--- config.mk ---
export PLATFORM = sky130hd
export DESIGN_NAME = proc_8085_ctrl_fsm
export DESIGN_NICKNAME = d
export VERILOG_FILES = /design/src/rtl/proc_8085_pkg.sv /design/src/rtl/proc_8085_decode.sv /design/src/rtl/proc_8085_ctrl_fsm.sv
export SDC_FILE = /design/constraint.sdc
export NUM_CORES = 1
export LEC_CHECK = 0
export ABC_AREA = 1
export CAP_MARGIN = 25
export CORE_MARGIN = 4
export CORE_UTILIZATION = 51
export CTS_CLUSTER_SIZE = 30
export DETAILED_ROUTE_END_ITERATION = 8
export GPL_TIMING_DRIVEN = 0
export PLACE_DENSITY = 0.8
export SLEW_MARGIN = 15
export SYNTH_ARGS = -nofsm -noshare
export SYNTH_HDL_FRONTEND = slang
export SYNTH_SLANG_ARGS = --single-unit
--- constraint.sdc ---
create_clock -name clk -period 2.2 [get_ports clk]
set_input_delay 0.66 -clock clk [delete_from_list [all_inputs] [get_ports clk]]
set_output_delay 0.66 -clock clk [all_outputs]
set_load 0.01 [all_outputs]
--- src/rtl/proc_8085_pkg.sv ---
// proc_8085_pkg: state encoding, opcode constants, alu codes and register indices shared by the 8085 control slice
package proc_8085_pkg;

    typedef enum logic [2:0] {
        S_FETCH,
        S_DECODE,
        S_EXEC,
        S_OPND,
        S_HALT
    } state_t;

    typedef enum logic [3:0] {
        C_NOP,
        C_MOV_RA,
        C_MOV_AR,
        C_ALU,
        C_JMP,
        C_JZ,
        C_JC,
        C_HLT,
        C_ILL
    } iclass_t;

    localparam logic [7:0] OP_HLT   = 8'h76;
    localparam logic [7:0] OP_NOP   = 8'h7F;
    localparam logic [7:0] OP_JMP   = 8'hC3;
    localparam logic [7:0] OP_JZ    = 8'hCA;
    localparam logic [7:0] OP_JC    = 8'hDA;
    localparam logic [7:0] MOV_MASK = 8'hC0;
    localparam logic [7:0] MOV_VAL  = 8'h40;
    localparam logic [7:0] ALU_MASK = 8'hF8;
    localparam logic [7:0] OP_ADD   = 8'h80;
    localparam logic [7:0] OP_SUB   = 8'h90;
    localparam logic [7:0] OP_ANA   = 8'hA0;

    localparam logic [1:0] ALU_ADD = 2'd0;
    localparam logic [1:0] ALU_SUB = 2'd1;
    localparam logic [1:0] ALU_AND = 2'd2;

    localparam logic [2:0] REG_B = 3'd0;
    localparam logic [2:0] REG_C = 3'd1;
    localparam logic [2:0] REG_D = 3'd2;
    localparam logic [2:0] REG_E = 3'd3;
    localparam logic [2:0] REG_H = 3'd4;
    localparam logic [2:0] REG_L = 3'd5;
    localparam logic [2:0] REG_M = 3'd6;
    localparam logic [2:0] REG_A = 3'd7;

    // only B..L live in the register file; M and A are not addressable there
    function automatic logic is_rf(input logic [2:0] r);
        return r <= REG_L;
    endfunction

endpackage

--- src/rtl/proc_8085_decode.sv ---
// proc_8085_decode: combinational classification of the instruction register
module proc_8085_decode
    import proc_8085_pkg::*;
(
    input  logic [7:0] ir,
    output logic [3:0] cls,
    output logic [2:0] src,
    output logic [2:0] dst,
    output logic [1:0] alu_op,
    output logic       illegal
);

    always_comb begin
        cls = C_ILL;
        alu_op = ALU_ADD;
        if (ir == OP_HLT)
            cls = C_HLT;
        else if (ir == OP_NOP)
            cls = C_NOP;
        else if (ir == OP_JMP)
            cls = C_JMP;
        else if (ir == OP_JZ)
            cls = C_JZ;
        else if (ir == OP_JC)
            cls = C_JC;
        else if ((ir & MOV_MASK) == MOV_VAL) begin
            if (ir[5:3] == REG_A && is_rf(ir[2:0]))
                cls = C_MOV_AR;
            else if (ir[2:0] == REG_A && is_rf(ir[5:3]))
                cls = C_MOV_RA;
        end else if (is_rf(ir[2:0])) begin
            if ((ir & ALU_MASK) == OP_ADD) begin
                cls = C_ALU;
                alu_op = ALU_ADD;
            end else if ((ir & ALU_MASK) == OP_SUB) begin
                cls = C_ALU;
                alu_op = ALU_SUB;
            end else if ((ir & ALU_MASK) == OP_ANA) begin
                cls = C_ALU;
                alu_op = ALU_AND;
            end
        end
    end

    assign src = ir[2:0];
    assign dst = ir[5:3];
    assign illegal = cls == C_ILL;

endmodule

--- src/rtl/proc_8085_ctrl_fsm.sv ---
// proc_8085_ctrl_fsm: fetch/decode/execute controller driving the 8085 register file, ALU and accumulator
module proc_8085_ctrl_fsm
    import proc_8085_pkg::*;
#(
    parameter logic [7:0] PC_RESET = 8'h00
) (
    input  logic       clk,
    input  logic       reset,
    input  logic [7:0] mem_rdata,
    input  logic       z,
    input  logic       cy,
    output logic [7:0] mem_addr,
    output logic [2:0] rf_rd_sel,
    output logic       rf_wr_en,
    output logic [2:0] rf_wr_sel,
    output logic       acc_load,
    output logic       acc_src,
    output logic [1:0] alu_op,
    output logic       flag_load,
    output logic       halted,
    output logic       illegal
);

    state_t     state, state_nx;
    logic [7:0] pc, pc_nx, ir, ir_nx;
    logic [3:0] cls;
    logic [2:0] src, dst;
    logic [1:0] dec_alu;
    logic       dec_ill, is_jump, take, exec;

    proc_8085_decode u_decode (
        .ir      (ir),
        .cls     (cls),
        .src     (src),
        .dst     (dst),
        .alu_op  (dec_alu),
        .illegal (dec_ill)
    );

    always_ff @(posedge clk or posedge reset) begin
        if (reset) begin
            state <= S_FETCH;
            pc <= PC_RESET;
            ir <= 8'h00;
        end else begin
            state <= state_nx;
            pc <= pc_nx;
            ir <= ir_nx;
        end
    end

    assign is_jump = cls == C_JMP || cls == C_JZ || cls == C_JC;
    // flags are sampled in OPND, after any preceding EXEC has committed them
    assign take = cls == C_JMP || (cls == C_JZ && z) || (cls == C_JC && cy);

    always_comb begin
        state_nx = state;
        pc_nx = pc;
        ir_nx = ir;
        case (state)
            S_FETCH: begin
                ir_nx = mem_rdata;
                pc_nx = pc + 8'd1;
                state_nx = S_DECODE;
            end
            S_DECODE: state_nx = is_jump ? S_OPND : (cls == C_HLT) ? S_HALT : S_EXEC;
            S_EXEC:   state_nx = S_FETCH;
            S_OPND: begin
                pc_nx = take ? mem_rdata : pc + 8'd1;
                state_nx = S_FETCH;
            end
            S_HALT:   state_nx = S_HALT;
            default:  state_nx = S_FETCH;
        endcase
    end

    assign exec      = state == S_EXEC;
    assign mem_addr  = pc;
    assign rf_wr_en  = exec && cls == C_MOV_RA;
    assign rf_wr_sel = rf_wr_en ? dst : 3'd0;
    assign acc_load  = exec && (cls == C_MOV_AR || cls == C_ALU);
    assign acc_src   = exec && cls == C_MOV_AR;
    assign rf_rd_sel = acc_load ? src : 3'd0;
    assign flag_load = exec && cls == C_ALU;
    assign alu_op    = flag_load ? dec_alu : ALU_ADD;
    assign illegal   = exec && dec_ill;
    assign halted    = state == S_HALT;

endmodule

-- Yosys cells after proc, flatten, opt, wreduce, memory -nomap -nowiden
Cells that the tools add are included.
- flip-flop bits (word level): 19
- input port bits: 12
- output and inout port bits: 22
- logic and storage cells: 75
- add/sub/neg operators: 1
- $lt $le $gt $ge: 2
- equality and inequality tests: 23
- muxes and demuxes: 30
- reduce and logical (&&, ||, !) cells: 16
- operators by type and width (kind ; count):
    $mux 4 ; 12
    $eq 8x8->1 const B ; 3
    $mux 2 ; 11
    $eq 4x3->1 const B ; 4
    $eq 8x7->1 const B ; 2
    $pmux 8 s2 ; 1
    $eq 5x5->1 const B ; 3
    $mux 3 ; 4
    $eq 3x3->1 const B ; 3
    $logic_and 1x1->1 ; 9
    $pmux 3 s3 ; 1
    $add 8x1->8 const B ; 1
    $eq 4x2->1 const B ; 2
    $mux 8 ; 1
    $eq 3x2->1 const B ; 2
    $le 3x3->1 const B ; 2
    $logic_or 1x1->1 ; 5
    $eq 4x1->1 const B ; 1
    $eq 4x4->1 const B ; 1
    $eq 3x1->1 const B ; 1
    $logic_not 3->1 ; 1
    $eq 2x1->1 const B ; 1
    $reduce_bool 2->1 ; 1

-- Logic depth before layout (Yosys ltp)
- depth after elaboration: 17
- gate-level depth with buffers: 11
- mapped depth without buffers: 11

-- Hierarchy
A second synthesis with hierarchy kept.
- cell total of the unflattened synthesis: 227
- area total of the unflattened synthesis: 1492.7 sq um
- modules (own cells, without submodules) (module ; times used ; cells an instance ; area each (sq um) ; sequential area each (sq um)):
    proc_8085_ctrl_fsm ; 1 ; 167 ; 1187.4 ; 475.5
    proc_8085_decode ; 1 ; 60 ; 305.3 ; 0.0

-- Worst setup path after synthesis
No wires, ideal clock.
- path type: register -> output
- start point: register state[2]
- end point: output alu_op[0]
- arrival: 1.340 ns
- required time: 1.540 ns
- setup slack: 0.200 ns
- cell stages (with the launch flop): 6
- path buffers: 0
- cell sequence: dfrtp_1 > nor3_1 > inv_1 > nor2_1 > inv_1 > nor4_1
- longest elaborated chain between the ends: 3
- RTL lines (item ; RTL line ; text):
    from (decl) ; proc_8085_ctrl_fsm.sv:24 ; state_t state, state_nx;
    from (signal assigned) ; proc_8085_ctrl_fsm.sv:46 ; state <= state_nx;
    $eq 3x2->1 ; proc_8085_ctrl_fsm.sv:77 ; assign exec = state == S_EXEC;
    $logic_and 1x1->1 ; proc_8085_ctrl_fsm.sv:84 ; assign flag_load = exec && cls == C_ALU;
    named net flag_load ; proc_8085_ctrl_fsm.sv:19 ; output logic flag_load,
    $mux 2 ; proc_8085_ctrl_fsm.sv:85 ; assign alu_op = flag_load ? dec_alu : ALU_ADD;
    to (decl) ; proc_8085_ctrl_fsm.sv:18 ; output logic [1:0] alu_op,
The timed path passes the listed nets, and every way through them passes these cells.

-- Worst setup path after layout
- start point: register ir[1]
- end point: output rf_wr_sel[2]
- longest elaborated chain between the ends: 13
- elaborated cells between the ends (all ways): 21
- classes of those cells: order compare (1); eq/ne (7); mux (10); reduce/logical (3)
- RTL lines (item ; RTL line ; text):
    from (decl) ; proc_8085_ctrl_fsm.sv:25 ; logic [7:0] pc, pc_nx, ir, ir_nx;
    from (signal assigned) ; proc_8085_ctrl_fsm.sv:48 ; ir <= ir_nx;
    parallel branches: the longest is 9 deep, another holds $le 3x3->1 ; -- ;
    $mux 4 (*) ; proc_8085_decode.sv:16 ; if (ir == OP_HLT)
    $eq 4x1->1 (*) ; proc_8085_ctrl_fsm.sv:79 ; assign rf_wr_en = exec && cls == C_MOV_RA;
    $logic_and 1x1->1 (*) ; proc_8085_ctrl_fsm.sv:79 ;
    $mux 3 (*) ; proc_8085_ctrl_fsm.sv:80 ; assign rf_wr_sel = rf_wr_en ? dst : 3'd0;
    to (decl) ; proc_8085_ctrl_fsm.sv:15 ; output logic [2:0] rf_wr_sel,
Mark *: on every way between the ends.

==> run metrics <==
hold buffers post-CTS=0; worst slew pin tran=740.8 ps; commonest register cell after synthesis=dfrtp_1; FILL cells=211; share of the core filled with cells=0.7674; # H-tree levels=1; ANT nets after route=0; number of global-route vias before repair=1607; CTS Root Cell=clkbuf_4; Initial Util=0.5502; Placed Area=1926 um^2; Min Clock Period, post-route=2528 ps; Max FO, Critical Path=5; switch share=0.5085; Pwr Density=1202 nW/um^2; Synth Area in Compound Gates=0.04341; CTS tree=built; chip height=63.25 um; Die ar.=4000 um^2; Post-synth ARST share=1.000; fmax=395.5 MHz; Clock power frac=0.070; area delta synth->final=39.47%; most frequent cells in the layout=88 x nand2_1, 19 x nor2_1, 19 x clkdlybuf4s50_1; Placement Rows=19; Final GP Congestion=0.8951; Synth warnings=0; Skew-Pair Late Insertion Delay=300 ps; Final Setup Violations=12; Longest Clk Path Bufs=2; design area=2171 um^2; Tot GR Track Use=0.2231; Cells after Synth=231; Post-Place Worst Slack=-409.8 ps; Unique masters post-synth=29; synthesized flop and latch total=19; adder-cell area share of the yosys netlist=0.008039; Final Hold Slack=549.8 ps; Rel. slew slack=0.5056; combinational cell fraction of total power=0.661; leakage power=1.162 nW; CP Capture Type=primary output; mux share of post-synthesis cell area=0.007235; Via density=5.386; CTS buffer count=3; sequential area share after synthesis=0.3055; gr ovfl total=0; Synth Area in XOR/XNOR=0.005627; Switching Power=1.327 mW; worst path arrival time=1870 ps; Hold Crit Depth=2; Power Internal=1.282 mW; layout cells sized above 1=0.3368; Critical Path RT=1540 ps; status=finished, violations left; Routed WL=4.327 mm; Post-route DRC=0; n_diodes=0; post-synthesis simple-gate area fraction=0.5450; routed vias=1718; Hold Crit Class=reg -> reg; Sequential Power Share=0.269; most common cell after layout, fill and taps aside=nand2_1; worst reg2reg path depth=12; Max Slew Vio Count=0; Ports=34; drt pass-1 iters=4; worst setup path class=reg -> out; routed len/inst=13.56 um; CTS sink cnt=19; Max Cap Viol=0; largest net degree at the start of global routing=20; failing checks=negative setup slack; Mean Syn Cell Area=6.738 um^2; Post-synth EDFFs=0; initial drt markers=88; initial antenna violation count=0; PnR worst setup slack=-328.3 ps; NumNets Final=302; core area=2829 um^2; fin crit share=1.149; Synth area leader=dfrtp_1; first-pass GRT wire length=7.210 mm; RSZ-0062 raised after global routing=yes; final hold violation count=0; Worst VDD drop=0.8036 mV; hpwl dp=2.860 mm; Synth area leaders=dfrtp_1 31%, nand2_1 22%, nor2_1 5.8%; Die W=63.25 um; mapped cell area=1556 um^2; main combinational cell family by area after synthesis=simple AND/OR/NAND/NOR gates; Critical Path Source Type=flip-flop; top cell type's share of synthesized area=0.3055; Syn Nets=244; Clk pin slew, worst setup/hold paths=110 ps; Clock Skews=4.041 ps; Port Buffers=33
## power by group through the flow
stage / Combinational, mW / Sequential (mW) / Clock, mW
after floorplan: 0.967 / 0.684 / 0
after global placement: 1.32 / 0.687 / 0
after detailed placement: 1.34 / 0.689 / 0
after CTS: 1.59 / 0.678 / 0.189
after global routing: 1.92 / 0.728 / 0.205
final: 1.73 / 0.702 / 0.182
## cell usage after synthesis, drive strengths merged (2+ instances only)
cell type / instances
a21oi: 7
buf: 2
dfrtp: 19
inv: 30
nand2: 101
nand3: 13
nand4: 13
nor2: 33
nor3: 2
nor4: 2
o21ai: 4
## routing by layer
| layer | global-route usage | vias up | wire length (um) |
|---|---|---|---|
| li1 | - | 845 | - |
| met1 | 0.2906 | 799 | 1925 |
| met2 | 0.3729 | 68 | 2082 |
| met3 | 0.04973 | 6 | 274 |
| met4 | 0.05930 | 0 | 44 |
| met5 | 0 | - | 0 |
## cells by family (layout without fill, tap and decap cells)
kind of cell | count (synthesis) | in the layout
AO/OA/AOI/OAI | 12 | 12
multiplexers | 1 | 1
flip-flops | 19 | 19
XOR/XNOR | 1 | 1
adder cells (fa/ha/maj) | 1 | 1
AND/OR/NAND/NOR | 164 | 164
buffers and inverters | 33 | 90
## worst max-delay path, cell delays in order (launching register included)
cell and delay, ps:
dfrtp_1 480, nand2_4 110, nor2_4 110, nand4_1 180, nand2_2 160, nor2_4 50, nand3_4 90, nand4_4 140
nor2_2 120, buf_2 130
## path summary, 6_finish.rpt
path | start | end | slack (ps)
setup / recovery | ir[1]$_DFFE_PP0N_ | rf_wr_sel[2] | -330
hold / removal | mem_addr[7]$_DFFE_PP0P_ | mem_addr[7]$_DFFE_PP0P_ | 550
setup reg to reg | ir[5]$_DFFE_PP0N_ | mem_addr[4]$_DFFE_PP0P_ | 520
hold reg to reg | mem_addr[7]$_DFFE_PP0P_ | mem_addr[7]$_DFFE_PP0P_ | 550
max in group asynchronous | reset | ir[6]$_DFFE_PP0N_ | 930
min in group asynchronous | reset | ir[0]$_DFFE_PP0N_ | 770
## layout make-up
| cell class | count | area, um^2 | area share |
|---|---|---|---|
| inverter | 31 | 123.9 | 0.05706 |
| sequential | 19 | 478.0 | 0.2202 |
| multi-input combinational | 179 | 1044 | 0.4807 |
| tap | 31 | 38.79 | 0.01787 |
| timing repair buffer | 54 | 455.4 | 0.2098 |
| clock buffer | 4 | 26.28 | 0.01210 |
| buffer | 1 | 5.005 | 0.002305 |
## repair_timing
item,4_1_cts,5_1_grt
setup endpoints to repair,14,13
resized for setup,74,12
pin swaps,13,4
setup buffers,16,5
## through the flow
stage	TNS [ps]	power (mW)	instances
final	-2541	2.609	319
after floorplan	0	1.651	231
after detailed placement	-3357	2.034	295
after CTS	-1633	2.460	314
after global placement	-2993	2.009	295
after global routing	-3906	2.852	319
## registers in the layout (all words and copies together), names as in the netlist
name and cells:
mem_addr 8, ir 8, state 3
Power figures use the tool's default switching activity.
